### src/rtl/pc_sequencer_if.sv
// Instruction-memory fetch handshake between the PC sequencer (master) and imem (slave).
interface pc_sequencer_if #(
  parameter int ADDR_W = 32
);
  logic              imem_req;
  logic [ADDR_W-1:0] imem_addr;
  logic              imem_ready;

  modport master (output imem_req, imem_addr, input imem_ready);
  modport slave  (input imem_req, imem_addr, output imem_ready);
endinterface

### src/rtl/pc_sequencer.sv
// Program counter owner and fetch sequencer: redirect arbitration, imem handshake, flush strobes.
// Optional interrupt redirect is compiled in with `define PC_SEQ_IRQ_EN.
module pc_sequencer #(
  parameter int              ADDR_W    = 32,
  parameter logic [ADDR_W-1:0] RESET_VEC = '0,
  parameter logic [ADDR_W-1:0] IRQ_VEC   = ADDR_W'(32'h0000_0010)
) (
  input  logic              clk,
  input  logic              reset,
  input  logic              stall,
  input  logic              halt,
  input  logic              branch_en,
  input  logic [3:0]        branch_cond,
  input  logic [3:0]        alu_flag,
  input  logic [ADDR_W-1:0] branch_target,
  input  logic              jump_en,
  input  logic [ADDR_W-1:0] jump_target,
  pc_sequencer_if.master    imem,
  output logic [ADDR_W-1:0] pc_out,
  output logic              flush_if,
  output logic              flush_id,
  output logic              halted,
  input  logic              irq,
  output logic              irq_ack
);

  localparam logic [1:0] ST_BOOT   = 2'd0;
  localparam logic [1:0] ST_FETCH  = 2'd1;
  localparam logic [1:0] ST_HALTED = 2'd2;

  logic [1:0]        state;
  logic [ADDR_W-1:0] pc;
  logic              pend_v;
  logic              pend_br;
  logic [ADDR_W-1:0] pend_addr;

  logic              taken;
  logic              accept;
  logic [ADDR_W-1:0] pc_nxt;
  logic              redirect;
  logic              redirect_br;

  assign taken          = branch_en && (alu_flag == branch_cond);
  assign accept         = (state == ST_FETCH) && imem.imem_ready;
  assign imem.imem_req  = (state == ST_FETCH);
  assign imem.imem_addr = pc;
  assign pc_out         = pc;
  assign halted         = (state == ST_HALTED);

  // NOTE: every output of this block gets a default first so no path infers a latch.
  always_comb begin
    pc_nxt      = pc;
    redirect    = 1'b0;
    redirect_br = 1'b0;
    if (pend_v) begin
      pc_nxt      = pend_addr;
      redirect    = 1'b1;
      redirect_br = pend_br;
    end else if (taken) begin
      pc_nxt      = branch_target;
      redirect    = 1'b1;
      redirect_br = 1'b1;
    end else if (jump_en) begin
      pc_nxt   = jump_target;
      redirect = 1'b1;
    end else if (!stall) begin
      pc_nxt = pc + ADDR_W'(1);
    end
`ifdef PC_SEQ_IRQ_EN
    if (irq) begin
      pc_nxt      = IRQ_VEC;
      redirect    = 1'b1;
      redirect_br = 1'b1;
    end
`endif
  end

  // NOTE: sequential state uses non-blocking assignments so every flop samples pre-edge values.
  always_ff @(posedge clk) begin
    if (reset) begin
      state    <= ST_BOOT;
      pc       <= RESET_VEC;
      pend_v   <= 1'b0;
      pend_br  <= 1'b0;
      flush_if <= 1'b0;
      flush_id <= 1'b0;
    end else begin
      flush_if <= 1'b0;
      flush_id <= 1'b0;
      case (state)
        ST_BOOT: state <= ST_FETCH;
        ST_FETCH: begin
          if (accept) begin
            pc       <= pc_nxt;
            pend_v   <= 1'b0;
            flush_if <= redirect;
            flush_id <= redirect_br;
            if (halt) state <= ST_HALTED;
          end else if (taken) begin
            // A newer branch always replaces whatever is pending.
            pend_v  <= 1'b1;
            pend_br <= 1'b1;
          end else if (jump_en && !(pend_v && pend_br)) begin
            pend_v  <= 1'b1;
            pend_br <= 1'b0;
          end
        end
        ST_HALTED: state <= ST_HALTED;
        default:   state <= ST_BOOT;
      endcase
    end
  end

  // NOTE: pend_addr is only ever read while pend_v is set, so it carries no reset.
  always_ff @(posedge clk) begin
    if (state == ST_FETCH && !accept) begin
      if (taken)
        pend_addr <= branch_target;
      else if (jump_en && !(pend_v && pend_br))
        pend_addr <= jump_target;
    end
  end

`ifdef PC_SEQ_IRQ_EN
  always_ff @(posedge clk) begin
    if (reset) irq_ack <= 1'b0;
    else       irq_ack <= accept && irq;
  end
`else
  logic [ADDR_W:0] unused_irq_sink;
  assign unused_irq_sink = {irq, IRQ_VEC};
  assign irq_ack         = 1'b0;
`endif

endmodule

### src/flat_wrapper.sv
// flat-port wrapper written by rule: the top's interface ports become plain ports
module pc_sequencer_flat 
#(
  parameter int              ADDR_W    = 32,
  parameter logic [ADDR_W-1:0] RESET_VEC = '0,
  parameter logic [ADDR_W-1:0] IRQ_VEC   = ADDR_W'(32'h0000_0010)
)
  (clk, reset, stall, halt, branch_en, branch_cond, alu_flag, branch_target, jump_en, jump_target, pc_out, flush_if, flush_id, halted, irq, irq_ack, imem_imem_req, imem_imem_addr, imem_imem_ready);
  pc_sequencer_if #(.ADDR_W(ADDR_W)) imem_i ();
  input  logic clk;
  input  logic reset;
  input  logic stall;
  input  logic halt;
  input  logic branch_en;
  input  logic [3:0] branch_cond;
  input  logic [3:0] alu_flag;
  input  logic [ADDR_W-1:0] branch_target;
  input  logic jump_en;
  input  logic [ADDR_W-1:0] jump_target;
  output logic [ADDR_W-1:0] pc_out;
  output logic flush_if;
  output logic flush_id;
  output logic halted;
  input  logic irq;
  output logic irq_ack;
  output wire logic [$bits(imem_i.imem_req)-1:0] imem_imem_req;
  output wire logic [$bits(imem_i.imem_addr)-1:0] imem_imem_addr;
  input wire logic [$bits(imem_i.imem_ready)-1:0] imem_imem_ready;
  assign imem_imem_req = imem_i.imem_req;
  assign imem_imem_addr = imem_i.imem_addr;
  assign imem_i.imem_ready = imem_imem_ready;
  pc_sequencer #(.ADDR_W(ADDR_W), .RESET_VEC(RESET_VEC), .IRQ_VEC(IRQ_VEC)) u_core (.clk(clk), .reset(reset), .stall(stall), .halt(halt), .branch_en(branch_en), .branch_cond(branch_cond), .alu_flag(alu_flag), .branch_target(branch_target), .jump_en(jump_en), .jump_target(jump_target), .imem(imem_i), .pc_out(pc_out), .flush_if(flush_if), .flush_id(flush_id), .halted(halted), .irq(irq), .irq_ack(irq_ack));
endmodule
### config.mk
export PLATFORM = sky130hd
export DESIGN_NAME = pc_sequencer_flat
export DESIGN_NICKNAME = d
export VERILOG_FILES = /design/src/rtl/pc_sequencer_if.sv /design/src/rtl/pc_sequencer.sv /design/src/flat_wrapper.sv
export SDC_FILE = /design/constraint.sdc
export NUM_CORES = 1
export LEC_CHECK = 0
export ABC_CLOCK_PERIOD_IN_PS = 6770
export CAP_MARGIN = 20
export CORE_ASPECT_RATIO = 0.9
export CORE_UTILIZATION = 45
export DETAILED_ROUTE_END_ITERATION = 7
export GPL_TIMING_DRIVEN = 0
export PLACE_DENSITY = 0.78
export SLEW_MARGIN = 10
export SYNTH_ARGS = -nofsm -noshare
export SYNTH_HDL_FRONTEND = slang
export SYNTH_SLANG_ARGS = --single-unit
export TNS_END_PERCENT = 10
### constraint.sdc
create_clock -name clk -period 6.77 [get_ports clk]
set_clock_uncertainty 0.15 [all_clocks]
set_input_delay 1.354 -clock clk [delete_from_list [all_inputs] [get_ports clk]]
set_output_delay 1.354 -clock clk [all_outputs]
set_load 0.02 [all_outputs]
==> summary.txt, run 1 <==
Power and ir drop
  • Peak supply drop: 0.000154 V
  • Overall Power: 0.00187 W
  • P_leak: 2.53 nW
  • PD cells: 281 nW/µm²

Job
  • Maxcap violations: 0

GRT
  • Initial antenna violation count: 0
  • Largest net degree at the start of global routing: 18
  • Global-route wire length before repair: 24,500 µm
  • Vias in the first global route: 4,522
  • Grt ovf: 0
  • GRT Util Overall: 0.300

Clock network
  • Clk buf depth: 2
  • Clk pin slew, worst setup/hold paths: 0.06 ns
  • Cts hold-fix bufs: 0
  • Clk_lat worst skew: 0.34 ns
  • TritonCTS clock tree: done
  • Clk sink count: 70
  • H-tree levels: 3
  • Post_cts resized: 0
  • TritonCTS buffer count: 9
  • Clock root buffer master: clkbuf_16
  • Setup Buffers After CTS: 0

Floorplanning
  • Core Region: 10,200 µm²
  • Die height: 99.1 µm
  • # IOs: 149
  • Num rows: 35
  • Die W: 110 µm
  • Area of the die: 10,900 µm²
  • Initial Util: 0.462

Synthesis
  • Yosys reg bits: 70
  • Largest cells by area after synthesis: edfxtp_1 (20%), dfxtp_1 (16%), nand2_1 (11%)
  • Synth top cells by count: nand2_1 (132), nor2_1 (39), dfxtp_1 (38)
  • Cell taking the most area after synthesis: edfxtp_1
  • Synth cell types: 57
  • Top-count cell post-synth: nand2_1
  • Post-synthesis net count: roughly 660
  • Asr flop ratio synth: 0
  • Area share of the largest cell type after synthesis: 0.204
  • Register area share after synthesis: 0.365
  • Synth Flop Type: dfxtp_1
  • Syn Inst Count: 580
  • Yosys warning count: 0
  • Number of synthesized flops with an enable pin: 32
  • Synthesized cell area: ~4700 µm²
  • Mean post-synth cell area: 8.13 µm²

Worst setup path
  • WP data arrival: 3.93 ns
  • Crit path kind: in2reg
  • CP required: roughly 6.7 ns
  • FF-to-FF setup slack: 4.24 ns
  • Max incr delay on CP: 0.73 ns
  • Crit-path slowest cell: clkdlybuf4s50_1
  • CP max FO: 17
  • Setup crit end kind: register
  • Cell Chain, Critical Path: clkdlybuf4s50_1 > buf_2 > clkbuf_1 > a21oi_1 > nor2_4 > buf_16
  • Worst setup SP type: input pin

Outcome
  • Outcome: complete, no violations

Timing
  • Slew margin rel.: 0.512
  • Final Slew Violations: 0
  • Fin. Hold Viols: 0
  • Least-Margin Pin Slew: 0.728 ns
  • Max frequency: 247 MHz
  • RSZ-0062 raised after global routing: no
  • Setup TNS: 0 ns
  • Endpoints failing setup: 0
  • Fin crit period: roughly 4.0 ns
  • Final period util: 0.597

Drt
  • Total routed wirelength: 16,000 µm
  • Via count: 4,998
  • Routed WL per cell: 18.3 µm
  • DR vias/cell: 5.73
  • Residual DRC: 0
  • DRT iter0 DRCs: 435
  • Final ANT Viol Nets: 0
  • 1st-pass router iterations: 5

Place
  • PortBufs: 146
  • Gpl congestion: 0.890
  • Detailed Place HPWL: 11,700 µm

Cells and area
  • Inserted Diodes: 0
  • # fillers: 878
  • Share of cells above drive strength 1: 0.106
  • Nets: approximately 820
  • Synth-to-layout area growth: 41.2%

Worst hold path
  • HP Class: reg2reg
## metal layers
layer / vias to the layer above / track usage / wire length, µm
met1: 2292 / 0.418 / 6550
met2: 339 / 0.460 / 7200
met4: 0 / 0.108 / 402
met3: 45 / 0.0596 / 1810
met5: - / 0 / 0
li1: 2322 / - / -
## state kept, by name (all words and copies together) (netlist names)
signal / flops
u_core.imem.imem_addr: 32
u_core.pend_addr: 32
u_core.pend_v: 1
u_core.flush_id: 1
u_core.state: 2
u_core.flush_if: 1
u_core.pend_br: 1
## critical path: cells and delay by family
kind	cells	cell delay, ns
AO/OA/AOI/OAI	1	0.23
AND/OR/NAND/NOR	1	0.50
buffers and inverters	4	1.83
## cell type report
class | instances | area [µm²] | area share
inverter | 12 | 45.0 | 0.00677
tap | 129 | 161 | 0.0243
sequential | 70 | 1720 | 0.259
multi-input combinational | 429 | 2550 | 0.383
timing repair buffer | 147 | 1490 | 0.224
buffer | 69 | 409 | 0.0615
clock inverter | 6 | 53.8 | 0.00808
clock buffer | 10 | 229 | 0.0344
## per-stage QoR
| stage | util | hold WS (ns) | cell area (µm²) | std cells | setup slack, ns |
|---|---|---|---|---|---|
| 3_3_place_gp | 0.621 | 0.329 | 6340 | 855 | 0.946 |
| 2_1_floorplan | - | 0.313 | 4710 | 580 | 2.55 |
| 6_report | 0.652 | 0.340 | 6660 | 872 | 2.73 |
| 5_1_grt | 0.652 | 0.372 | 6660 | 872 | 2.66 |
| 4_1_cts | 0.652 | 0.343 | 6660 | 872 | 2.80 |
| 3_5_place_dp | 0.625 | 0.336 | 6370 | 856 | 2.46 |
## worst paths after layout
kind | cells after the start | to | start
hold / removal | 2 | u_core.pend_br | u_core.pend_br
setup / recovery | 6 | u_core.pend_addr[10] | jump_en
setup reg to reg | 6 | u_core.pend_addr[10] | u_core.pend_v
hold reg to reg | 2 | u_core.pend_br | u_core.pend_br
## power breakdown
group          internal [W]  total [W]  switching [W]
Combinational      0.000378   0.000785       0.000407
Clock              0.000282   0.000468       0.000186
Sequential         0.000517   0.000618       0.000101
Total               0.00118    0.00187       0.000695
## cell families (layout without fill, tap and decap cells)
logic type,Yosys count,count (layout),synth area share
buf+inv,81,244,0.0963
simple gates,262,262,0.269
flops,70,70,0.365
xor+xnor,31,31,0.0592
mux,5,5,0.0109
other cells,1,1,0.000795
fa+ha+maj,4,4,0.0106
compound gates,126,126,0.188
## layout by cell type (no fill, tap or decap), drive strengths merged, types with 4 or more instances in the layout
cell             n
o21ai           25
nor3            12
dfxtp           38
mux2i            4
clkinv           5
nor2            41
nand3           20
ha               4
inv             12
or3              4
nor4             5
a21o             9
clkdlybuf4s50  146
buf             49
a21oi           25
xnor2           27
nand2b          21
a211oi          10
clkbuf          31
nand4           11
nand2          133
and3             8
xor2             4
edfxtp          32
a22oi            8
a311oi          10
o211ai          22
No activity file was read; power rests on OpenSTA's default activity.
==> inputs of run 2 (changes only) <==
ABC_CLOCK_PERIOD_IN_PS = 3300   (was 6770)
CORE_UTILIZATION = 43   (was 45)
clock period = 3.3 ns   (was 6.77 ns; I/O delays follow)
==> run 2 against run 1 <==
  * Global-route usage fell by 0.28 points
  * Flip-flop and latch count unchanged
  * Worst hold slack better by 0.0061 ns
  * Critical path depth unchanged
  * Clock power increased by 130%
  * Critical path type unchanged
  * Count of clock-buffer cells in the layout stayed put
  * Routed wire length is 3.5% higher
==> summary.txt, run 2 (synthesis gave the netlist of run 1 again) <==
Outcome
  • Outcome: complete, no violations

Clock network
  • Clk buf depth: 2 (unchanged)
  • Clock root buffer master: clkbuf_16
  • Clk pin slew, worst setup/hold paths: 0.06 ns (about the same)
  • TritonCTS clock tree: done
  • Clk_lat worst skew: 0.34 ns (about the same)
  • Post_cts resized: 0 (unchanged)
  • Cts hold-fix bufs: 0 (unchanged)
  • Clk sink count: 70 (unchanged)
  • TritonCTS buffer count: 9 (unchanged)
  • H-tree levels: 3 (unchanged)

Power and ir drop
  • Peak supply drop: 0.000251 V (+63%)
  • PD cells: 591 nW/µm² (+110%)
  • P_leak: 2.56 nW (+1.0%)
  • Overall Power: 0.00397 W (+110%)

Job
  • Maxcap violations: 0 (unchanged)

Timing
  • Hold WS: 0.346 ns (+0.00605 ns)
  • Final Slew Violations: 0 (unchanged)
  • Max frequency: 319 MHz
  • Slew margin rel.: 0.474 (-0.0381)
  • RSZ-0062 raised after global routing: no
  • Least-Margin Pin Slew: 0.785 ns (+0.0569 ns)
  • Final period util: 0.951
  • Endpoints failing setup: 0 (unchanged)
  • Fin crit period: about 3.1 ns
  • Final WS setup: 0.161 ns (-2.57 ns)
  • Fin. Hold Viols: 0 (unchanged)
  • Setup TNS: 0 ns (unchanged)

Cells and area
  • Nets: 824 (+0.24%)
  • Synth-to-layout area growth: 42.6%
  • # fillers: 886 (+0.91%)
  • Share of cells above drive strength 1: 0.111 (+0.00508)
  • Most frequent cells in the layout: clkdlybuf4s50_1 (146), nand2_1 (132), nor2_1 (38), dfxtp_1 (38), buf_4 (36)
  • Inserted Diodes: 0 (unchanged)
  • Most common cell after layout, fill and taps aside: clkdlybuf4s50_1

Drt
  • Residual DRC: 0 (unchanged)
  • Via count: 5,057 (+1.2%)
  • 1st-pass router iterations: 7 (+2)
  • Routed WL per cell: 18.9 µm (+3.2%)
  • Total routed wirelength: 16,500 µm (+3.5%)
  • DR vias/cell: 5.79 (+0.95%)
  • Final ANT Viol Nets: 0 (unchanged)
  • DRT iter0 DRCs: 455 (+4.6%)

Floorplanning
  • # IOs: 149 (unchanged)
  • Initial Util: 0.450 (-0.0116)
  • Area of the die: 11,400 µm² (+4.6%)
  • Die W: 112 µm (+2.3%)
  • Core Region: 10,500 µm² (+2.6%)
  • Num rows: 35 (unchanged)
  • Die height: 101 µm (+2.3%)

Place
  • Gpl congestion: 0.922 (+3.6%)
  • Place WS: -0.343 ns (-2.80 ns)
  • PortBufs: 146 (unchanged)
  • Detailed Place HPWL: 12,000 µm (+2.3%)

GRT
  • Initial antenna violation count: 0 (unchanged)
  • Largest net degree at the start of global routing: 18 (unchanged)
  • GRT Util Overall: 0.297 (-0.00284)
  • Grt ovf: 0 (unchanged)
  • Vias in the first global route: 4,710 (+4.2%)
  • Global-route wire length before repair: 25,700 µm (+5.0%)

Worst setup path
  • R2r endpoint: u_core.pend_addr[8]
  • Setup crit end kind: register
  • FF-to-FF setup slack: 0.66 ns (-3.58 ns)
  • CP required: 3.19 ns (-3.47 ns)
  • Worst reg2reg path startpoint: u_core.pend_v
  • WP data arrival: 3.03 ns (-0.90 ns)
  • Crit path kind: in2reg
  • R2r worst-path depth: 6 (unchanged)
  • CP max FO: 17 (unchanged)
  • Worst setup SP type: input pin

Worst hold path
  • Worst hold start: u_core.pend_br
  • HP Class: reg2reg
  • Hold path endpoint: u_core.pend_br
  • Worst Hold Depth: 2 (unchanged)
==> run 2: critical path, stage by stage <==
cell	delay, ns
clkdlybuf4s50_1	0.70
buf_2	0.38
clkbuf_1	0.56
a21oi_1	0.26
nor2_4	0.26
buf_16	0.20
==> run 2: worst max path at each step <==
stage | from | end | slack [ns] | cells past startpoint
final | jump_en | u_core.pend_addr[8] | 0.16 | 6
after global placement | jump_en | u_core.pend_addr[26] | -1.05 | 5
after floorplan | branch_cond[2] | u_core.pend_addr[0] | 0.30 | 7
after detailed placement | jump_en | u_core.pend_addr[26] | -0.34 | 6
after global routing | jump_en | u_core.pend_addr[9] | 0.14 | 6
after CTS | jump_en | u_core.pend_addr[10] | 0.30 | 6
==> run 2: cell type report <==
class	count	area, µm²	area share
Inverter	12	45.0	0.00670
Tap cell	129	161	0.0240
Buffer	69	409	0.0608
Clock inverter	6	85.1	0.0127
Sequential cell	70	1720	0.256
Multi-Input combinational cell	429	2550	0.379
Timing Repair Buffer	149	1520	0.226
Clock buffer	10	239	0.0355
==> run 2: power by group <==
group	internal, W	switching [W]	total (W)
clock network	0.000680	0.000394	0.00107
registers	0.00106	0.000212	0.00127
logic	0.000783	0.000844	0.00163
total	0.00252	0.00145	0.00397
==> run 2: routing by layer <==
metal / GRT usage / share of wire
met3: 0.0527 / 0.11
met4: 0.122 / 0.029
met2: 0.461 / 0.44
met5: 0 / 0
met1: 0.412 / 0.42
==> run 2: what timing repair did <==
item                                   in CTS  in global routing
endpoints found under the hold margin       0                  0
setup endpoints to repair                   9                  0
setup buffers                               2                  0
==> run 2: metrics by stage <==
| stage | instances | cell area, µm² | util |
|---|---|---|---|
| final | 874 | 6720 | 0.642 |
| after global routing | 874 | 6720 | 0.642 |
| after CTS | 874 | 6720 | 0.642 |
| after detailed placement | 856 | 6370 | 0.609 |
| after global placement | 855 | 6340 | 0.606 |
| after floorplan | 580 | 4720 | - |
